$ cat config.mk
export PLATFORM = sky130hd
export DESIGN_NAME = fp_addsub_pipe
export DESIGN_NICKNAME = d
export VERILOG_FILES = /design/src/rtl/fp_addsub_pipe.sv
export SDC_FILE = /design/constraint.sdc
export NUM_CORES = 1
export LEC_CHECK = 0
export ABC_CLOCK_PERIOD_IN_PS = 2900
export CAP_MARGIN = 25
export CORE_ASPECT_RATIO = 0.8
export CORE_MARGIN = 4
export CORE_UTILIZATION = 36
export CTS_BUF_LIST = sky130_fd_sc_hd__clkbuf_8
export DETAILED_ROUTE_END_ITERATION = 10
export HOLD_SLACK_MARGIN = 0.15
export PLACE_DENSITY = 0.54
export SYNTH_ARGS = -nofsm -noshare
export SYNTH_HDL_FRONTEND = slang
export SYNTH_SLANG_ARGS = --single-unit
$ cat constraint.sdc
create_clock -name clk -period 2.9 [get_ports clk]
set_input_delay 0.58 -clock clk [delete_from_list [all_inputs] [get_ports clk]]
set_output_delay 0.58 -clock clk [all_outputs]
set_load 0.005 [all_outputs]
$ cat src/rtl/fp_addsub_pipe.sv
// fp_addsub_pipe: pipelined floating-point adder/subtractor, one op per cycle.
// Inputs are registered (stage 0). Five stages follow: compare, align,
// add/sub, normalise, and round/output. A result appears 5 edges after the
// input is sampled.
// Optional macro FP_ROUND_RNE_EN: round-to-nearest-even using G/R/S.
// Without it the result is truncated (round toward zero).
// Subnormals are flushed to zero. An all-ones exponent is infinity. NaN is not supported.
module fp_addsub_pipe #(
  parameter int EXP_W = 5,
  parameter int MAN_W = 10
) (
  input  logic                 clk,
  input  logic                 rst,
  input  logic                 in_valid,
  input  logic                 op,
  input  logic [EXP_W+MAN_W:0] a,
  input  logic [EXP_W+MAN_W:0] b,
  output logic                 out_valid,
  output logic [EXP_W+MAN_W:0] out,
  output logic                 zero,
  output logic                 ovf
);
  localparam int W      = 1 + EXP_W + MAN_W;
  localparam int SW     = MAN_W + 4;          // hidden + man + G,R,S
  localparam int XW     = EXP_W + 2;          // exponent with carry headroom
  localparam int STAGES = 5;
  localparam logic [EXP_W-1:0] EXP_MAX   = '1;
  localparam logic [XW-1:0]    EXP_MAX_X = {2'b00, EXP_MAX};

  logic [STAGES:0] vld_pipe;

  // valid bits travel alongside the data; reset drops everything in flight
  always_ff @(posedge clk) begin
    if (rst) vld_pipe <= '0;
    else     vld_pipe <= {vld_pipe[STAGES-1:0], in_valid};
  end
  assign out_valid = vld_pipe[STAGES];

  // ---------------- stage 0: input capture
  logic         s0_op;
  logic [W-1:0] s0_a, s0_b;

  // register the raw operands
  always_ff @(posedge clk) begin
    s0_op <= op;
    s0_a  <= a;
    s0_b  <= b;
  end

  // ---------------- stage 1: classify, compare, pick big/small, specials
  logic             a_sgn, b_sgn, a_inf, b_inf, a_zro, b_zro, a_big;
  logic [EXP_W-1:0] a_exp, b_exp;
  logic             c1_spc, c1_spc_zero;
  logic [W-1:0]     c1_spc_out;

  // operand classes and infinity/zero-zero short-circuit results
  always_comb begin
    a_sgn = s0_a[W-1];
    b_sgn = s0_b[W-1] ^ s0_op;
    a_exp = s0_a[W-2:MAN_W];
    b_exp = s0_b[W-2:MAN_W];
    a_inf = (a_exp == EXP_MAX);
    b_inf = (b_exp == EXP_MAX);
    a_zro = (a_exp == '0);
    b_zro = (b_exp == '0);
    a_big = (s0_a[W-2:0] >= s0_b[W-2:0]);
    c1_spc      = 1'b0;
    c1_spc_zero = 1'b0;
    c1_spc_out  = '0;
    if (a_inf || b_inf) begin
      c1_spc = 1'b1;
      if (a_inf && b_inf && (a_sgn != b_sgn))
        c1_spc_out = {1'b0, EXP_MAX, {MAN_W{1'b0}}};
      else
        c1_spc_out = {(a_big ? a_sgn : b_sgn), EXP_MAX, {MAN_W{1'b0}}};
    end else if (a_zro && b_zro) begin
      c1_spc      = 1'b1;
      c1_spc_zero = 1'b1;
      c1_spc_out  = {a_sgn & b_sgn, {(W-1){1'b0}}};
    end
  end

  logic             s1_sgn, s1_sub, s1_sml_zro, s1_spc, s1_spc_zero;
  logic [EXP_W-1:0] s1_big_exp, s1_sml_exp;
  logic [MAN_W-1:0] s1_big_man, s1_sml_man;
  logic [W-1:0]     s1_spc_out;

  // order the operands by magnitude (A wins ties)
  always_ff @(posedge clk) begin
    s1_sgn      <= a_big ? a_sgn : b_sgn;
    s1_sub      <= a_sgn ^ b_sgn;
    s1_big_exp  <= a_big ? a_exp : b_exp;
    s1_big_man  <= a_big ? s0_a[MAN_W-1:0] : s0_b[MAN_W-1:0];
    s1_sml_exp  <= a_big ? b_exp : a_exp;
    s1_sml_man  <= a_big ? s0_b[MAN_W-1:0] : s0_a[MAN_W-1:0];
    s1_sml_zro  <= a_big ? b_zro : a_zro;
    s1_spc      <= c1_spc;
    s1_spc_zero <= c1_spc_zero;
    s1_spc_out  <= c1_spc_out;
  end

  // ---------------- stage 2: align small significand
  logic [EXP_W-1:0] exp_diff;
  logic [31:0]      sh;
  logic [SW-1:0]    sml_sig, sml_aln;
  logic [2*SW-1:0]  sml_ext;

  // right shift with everything below S folded into sticky
  always_comb begin
    exp_diff = s1_big_exp - s1_sml_exp;
    sh       = 32'(exp_diff);
    if (sh > 32'(SW)) sh = 32'(SW);
    sml_sig  = s1_sml_zro ? '0 : {1'b1, s1_sml_man, 3'b000};
    sml_ext  = {sml_sig, {SW{1'b0}}} >> sh;
    sml_aln  = {sml_ext[2*SW-1:SW+1], sml_ext[SW] | (|sml_ext[SW-1:0])};
  end

  logic             s2_sgn, s2_sub, s2_spc, s2_spc_zero;
  logic [EXP_W-1:0] s2_exp;
  logic [SW-1:0]    s2_big_sig, s2_sml_sig;
  logic [W-1:0]     s2_spc_out;

  // aligned significands
  always_ff @(posedge clk) begin
    s2_sgn      <= s1_sgn;
    s2_sub      <= s1_sub;
    s2_exp      <= s1_big_exp;
    s2_big_sig  <= {1'b1, s1_big_man, 3'b000};
    s2_sml_sig  <= sml_aln;
    s2_spc      <= s1_spc;
    s2_spc_zero <= s1_spc_zero;
    s2_spc_out  <= s1_spc_out;
  end

  // ---------------- stage 3: add / subtract
  logic             s3_sgn, s3_spc, s3_spc_zero;
  logic [EXP_W-1:0] s3_exp;
  logic [SW:0]      s3_sum;
  logic [W-1:0]     s3_spc_out;

  // big >= small, so the difference never goes negative
  always_ff @(posedge clk) begin
    s3_sum      <= s2_sub ? ({1'b0, s2_big_sig} - {1'b0, s2_sml_sig})
                          : ({1'b0, s2_big_sig} + {1'b0, s2_sml_sig});
    s3_sgn      <= s2_sgn;
    s3_exp      <= s2_exp;
    s3_spc      <= s2_spc;
    s3_spc_zero <= s2_spc_zero;
    s3_spc_out  <= s2_spc_out;
  end

  // ---------------- stage 4: normalise
  logic [31:0]   lzc;
  logic [SW-1:0] n_sig;
  logic [XW-1:0] n_exp;
  logic          n_zero;

  // carry -> shift right; otherwise leading-zero shift left, flush on underflow
  always_comb begin
    lzc = '0;
    for (int i = 0; i < SW; i++)
      if (s3_sum[i]) lzc = 32'(SW - 1 - i);
    n_sig  = s3_sum[SW-1:0];
    n_exp  = {2'b00, s3_exp};
    n_zero = 1'b0;
    if (s3_sum[SW]) begin
      n_sig = {s3_sum[SW:2], s3_sum[1] | s3_sum[0]};
      n_exp = n_exp + XW'(1);
    end else if (s3_sum == '0) begin
      n_zero = 1'b1;
    end else begin
      n_sig = s3_sum[SW-1:0] << lzc;
      if (32'(s3_exp) <= lzc) n_zero = 1'b1;
      else                    n_exp  = n_exp - XW'(lzc);
    end
  end

  logic          s4_sgn, s4_zero, s4_spc, s4_spc_zero;
  logic [SW-1:0] s4_sig;
  logic [XW-1:0] s4_exp;
  logic [W-1:0]  s4_spc_out;

  // normalised significand and exponent
  always_ff @(posedge clk) begin
    s4_sig      <= n_sig;
    s4_exp      <= n_exp;
    s4_sgn      <= s3_sgn;
    s4_zero     <= n_zero;
    s4_spc      <= s3_spc;
    s4_spc_zero <= s3_spc_zero;
    s4_spc_out  <= s3_spc_out;
  end

  // ---------------- stage 5: round and output
  logic             up;
  logic [MAN_W+1:0] rnd;
  logic [XW-1:0]    r_exp;
  logic [MAN_W-1:0] r_man;

  // rounding increment and re-normalise on mantissa carry-out
  always_comb begin
`ifdef FP_ROUND_RNE_EN
    up = s4_sig[2] & (s4_sig[3] | s4_sig[1] | s4_sig[0]);
`else
    up = &{1'b0, s4_sig[2:0]};  // GRS discarded: always zero
`endif
    rnd   = {1'b0, s4_sig[SW-1:3]} + (MAN_W+2)'(up);
    r_exp = s4_exp;
    r_man = rnd[MAN_W-1:0];
    if (rnd[MAN_W+1]) begin
      r_exp = s4_exp + XW'(1);
      r_man = rnd[MAN_W:1];
    end
  end

  // outputs change only when a valid result emerges
  always_ff @(posedge clk) begin
    if (rst) begin
      out  <= '0;
      zero <= 1'b0;
      ovf  <= 1'b0;
    end else if (vld_pipe[STAGES-1]) begin
      zero <= 1'b0;
      ovf  <= 1'b0;
      if (s4_spc) begin
        out  <= s4_spc_out;
        zero <= s4_spc_zero;
      end else if (s4_zero) begin
        out  <= '0;
        zero <= 1'b1;
      end else if (r_exp >= EXP_MAX_X) begin
        out <= {s4_sgn, EXP_MAX, {MAN_W{1'b0}}};
        ovf <= 1'b1;
      end else begin
        out <= {s4_sgn, r_exp[EXP_W-1:0], r_man};
      end
    end
  end
endmodule
==> out/metrics.cfg <==
[worst_setup_path]
rrSetupSlack_ns = -0.19
cp_slowest_stage_delay_ns = 0.34
worst_ep_arrival_time_ns = 3.45
critical_path.cell_chain = inv_2, ha_4, inv_2, fa_2, a21o_1, a21oi_4, xnor2_4, a311oi_4, buf_6, mux2_4, mux2_4, a211o_1, a211oi_2, o221ai_2
end_kind = flop
worstSetupPathType = reg -> reg
crit_slowest_cell = fa_2
cp-start-kind = flop
cp.required_ns = 3.26
critPathMaxFanout = 6

[timing]
rsz0062_at_grt = yes
slew_headroom_pct = 42.4
worst_pin_slew_ns = 0.862
max_freq_mhz = 323
slew_viol_final = 0
hold_viol = 0
finalSetupViolations = 3
fin_ws_ns = -0.191
finalClockSkew_ns = 0.0150
fin_crit_ns = 3.09
finalCritPeriodShare_pct = 107

[logic_synthesis]
ys_async_sr_fraction_pct = 0
synth_ff_type = dfxtp_1
yosysWarnings = 0
synth.distinct_cells = 75
synth_seq_cells = 177
synth.avg_cell_area_um2 = 9.75
synthCells = 772
syn_area_mm2 = 0.00753
synth_edf_count = 0
syn-num-nets = 858
synth-seq-area-share_pct = 47.1

[finish]
diodes = 0
fin_nets = 974
stdcell_count = 1170
syn2layout_area_growth_pct = 24.8
drive_above_1_share_pct = 17.8
final_common_cell = dfxtp_1
mostFrequentLayoutCells = dfxtp_1, nor2_1, buf_4
finish.utilization_pct = 45.5

[clocking]
clock_latency_ns = 0.47
htreeDepth = 4
clock-sinks = 177
cts_buffer_depth = 2
holdBufCountCts = 0
cts-buffers-inserted = 17
clock-root-buffer = clkbuf_8
path_clk_slew_ns = 0.10
cts_tree = yes

[run_status]
status = finished, violations left
violations = negative setup slack

[power]
p_int_w = 0.00529
p_sw_w = 0.00311
ir_worst_vdd_mv = 0.290
seq_power_share_pct = 38.5
combPwrFrac_pct = 41.8
p_clk_share_pct = 19.7
switching_share_pct = 37.0
p_leak_nw = 3.97
cellPowerDensity_mw_per_mm2 = 894

[detailed_routing]
first_pass_iters = 5
wl_um = 15000
num_vias = 5577
ant_nets = 0
routed_via_density = 4.77
drt_iter0_markers = 270
detail_route.wl_per_cell_um = 12.8
drc = 0

[die]
start_util_pct = 36.5
die_h_um = 137
core-area_mm2 = 0.0206
row_count = 47
ios = 55
die_w_um = 170
die_area_mm2 = 0.0233

[flow_run]
drv_cap = 0

[min_path]
hp-class = reg -> reg

[placed_design]
dp.cells = 1130
portBuffers = 54
dpl.hpwl_um = 11200
gp_congestion = 0.897

[global_route]
met3_usage_pct = 3.38
top_usage_layer = met2
antenna_found_initial = 0
use_met2_pct = 19.5
grt_pass1_wl_um = 25400
first_global_vias = 5224
grt_usage_pct = 13.3
grt_overflow = 0
gr-usage-met1_pct = 19.2
grt_max_degree = 30

-- synth_stat cells, types with 3 or more instances --
library cell | instances | area share [%]
o22ai_1 | 5 | 0.42
a31oi_1 | 5 | 0.42
inv_1 | 58 | 2.9
nor2b_1 | 24 | 2.0
ha_1 | 47 | 7.8
dfxtp_1 | 177 | 47
nand2_1 | 47 | 2.3
a21boi_0 | 3 | 0.30
mux2_1 | 10 | 1.5
buf_2 | 4 | 0.27
o211ai_1 | 3 | 0.30
nor3_1 | 9 | 0.60
o221ai_1 | 3 | 0.35
nor2_1 | 70 | 3.5
a211o_1 | 3 | 0.35
clkbuf_1 | 21 | 1.0
a221oi_1 | 6 | 0.70
o21ai_1 | 3 | 0.20
a21oi_1 | 42 | 2.8
xnor2_1 | 11 | 1.3
nand3_1 | 9 | 0.60
mux2_2 | 13 | 1.9
nand4_1 | 4 | 0.33
mux2i_1 | 26 | 3.5
a22oi_1 | 5 | 0.50
o311ai_0 | 3 | 0.35
nor4_1 | 6 | 0.50
a21o_1 | 12 | 1.2
nand2b_1 | 13 | 1.1
a2111oi_0 | 4 | 0.47
a311oi_1 | 7 | 0.81
and3_1 | 4 | 0.33
o21a_1 | 4 | 0.40
o21ai_0 | 39 | 2.6
o31ai_1 | 6 | 0.60
o21bai_1 | 3 | 0.30
fa_1 | 3 | 0.80
a211oi_1 | 8 | 0.80
xor2_1 | 7 | 0.81
-- sequential cells by signal, summed over array words and instances (netlist names), 2 cells and up --
signal,cells
s4_exp,7
s1_big_man,10
s1_sml_exp,5
s4_sig,10
s1_spc_out,2
vld_pipe,6
s2_sml_sig,14
s2_big_sig,10
s2_exp,5
s4_spc_out,2
s3_sum,15
s0_a,16
s1_big_exp,5
s3_spc_out,2
s2_spc_out,2
s1_sml_man,10
s3_exp,5
out,16
s0_b,16
-- layout make-up --
class | instances | area (um^2)
fill | 2005 | 11200
multi-input combinational | 507 | 3790
sequential | 177 | 3550
timing repair buffer | 125 | 1090
tap | 269 | 337
clock buffer | 17 | 234
inverter | 60 | 225
clock inverter | 15 | 169
-- through the flow --
step	hold slack, ns	power, W	worst slack (ns)	instance area (um^2)	TNS [ns]
after CTS	0.336	0.00834	-0.216	9300	-0.389
after floorplan	0.310	0.00545	-0.161	7570	-0.161
final	0.334	0.00840	-0.191	9400	-0.366
after global placement	0.311	0.00657	-0.242	8810	-0.651
after global routing	0.343	0.00905	-0.332	9400	-1.65
after detailed placement	0.312	0.00656	-0.311	8810	-1.12
-- metal layers --
metal	wire [um]	part of all wire [%]
met5	0	0
met4	164	1.1
met3	711	4.7
met2	6320	42
met1	7840	52
-- cell families (layout without fill, tap and decap cells) --
group	Yosys count	after routing	synth area share, %
flops	177	177	47.1
compound gates	186	186	17.1
xor+xnor	20	20	2.53
mux	51	51	7.45
simple gates	200	200	12.7
fa+ha+maj	50	50	8.61
buf+inv	88	217	4.55
-- what timing repair did --
item / CTS / global route
setup endpoints to repair: 11 / 19
pin swaps: 10 / 12
setup buffers: 6 / 4
cloned: 0 / 0
hold endpoints to repair: 0 / 0
gates resized for setup: 13 / 25
-- final timing paths --
path                 startpoint              to  cells past startpoint
setup / recovery  s1_big_exp[0]   s2_sml_sig[0]                     14
hold / removal    s1_big_man[9]  s2_big_sig[12]                      0
setup reg to reg  s1_big_exp[0]   s2_sml_sig[0]                     14
hold reg to reg   s1_big_man[9]  s2_big_sig[12]                      0
-- power groups by stage --
stage / clock network (W) / registers [W] / logic, W
after floorplan: 0 / 0.00315 / 0.00230
after global placement: 0 / 0.00327 / 0.00330
after detailed placement: 0 / 0.00327 / 0.00328
after CTS: 0.00173 / 0.00322 / 0.00339
after global routing: 0.00183 / 0.00330 / 0.00392
final: 0.00166 / 0.00323 / 0.00351
-- critical path, delay by kind of cell (launching register included) --
kind / cells / cell delay, ns
AOI/OAI and AO/OA: 6 / 1.24
muxes: 2 / 0.59
adders and majority gates: 2 / 0.46
DFF: 1 / 0.33
buffers and inverters: 3 / 0.26
xor gates and xnor gates: 1 / 0.09
Power figures use the tool's default switching activity.
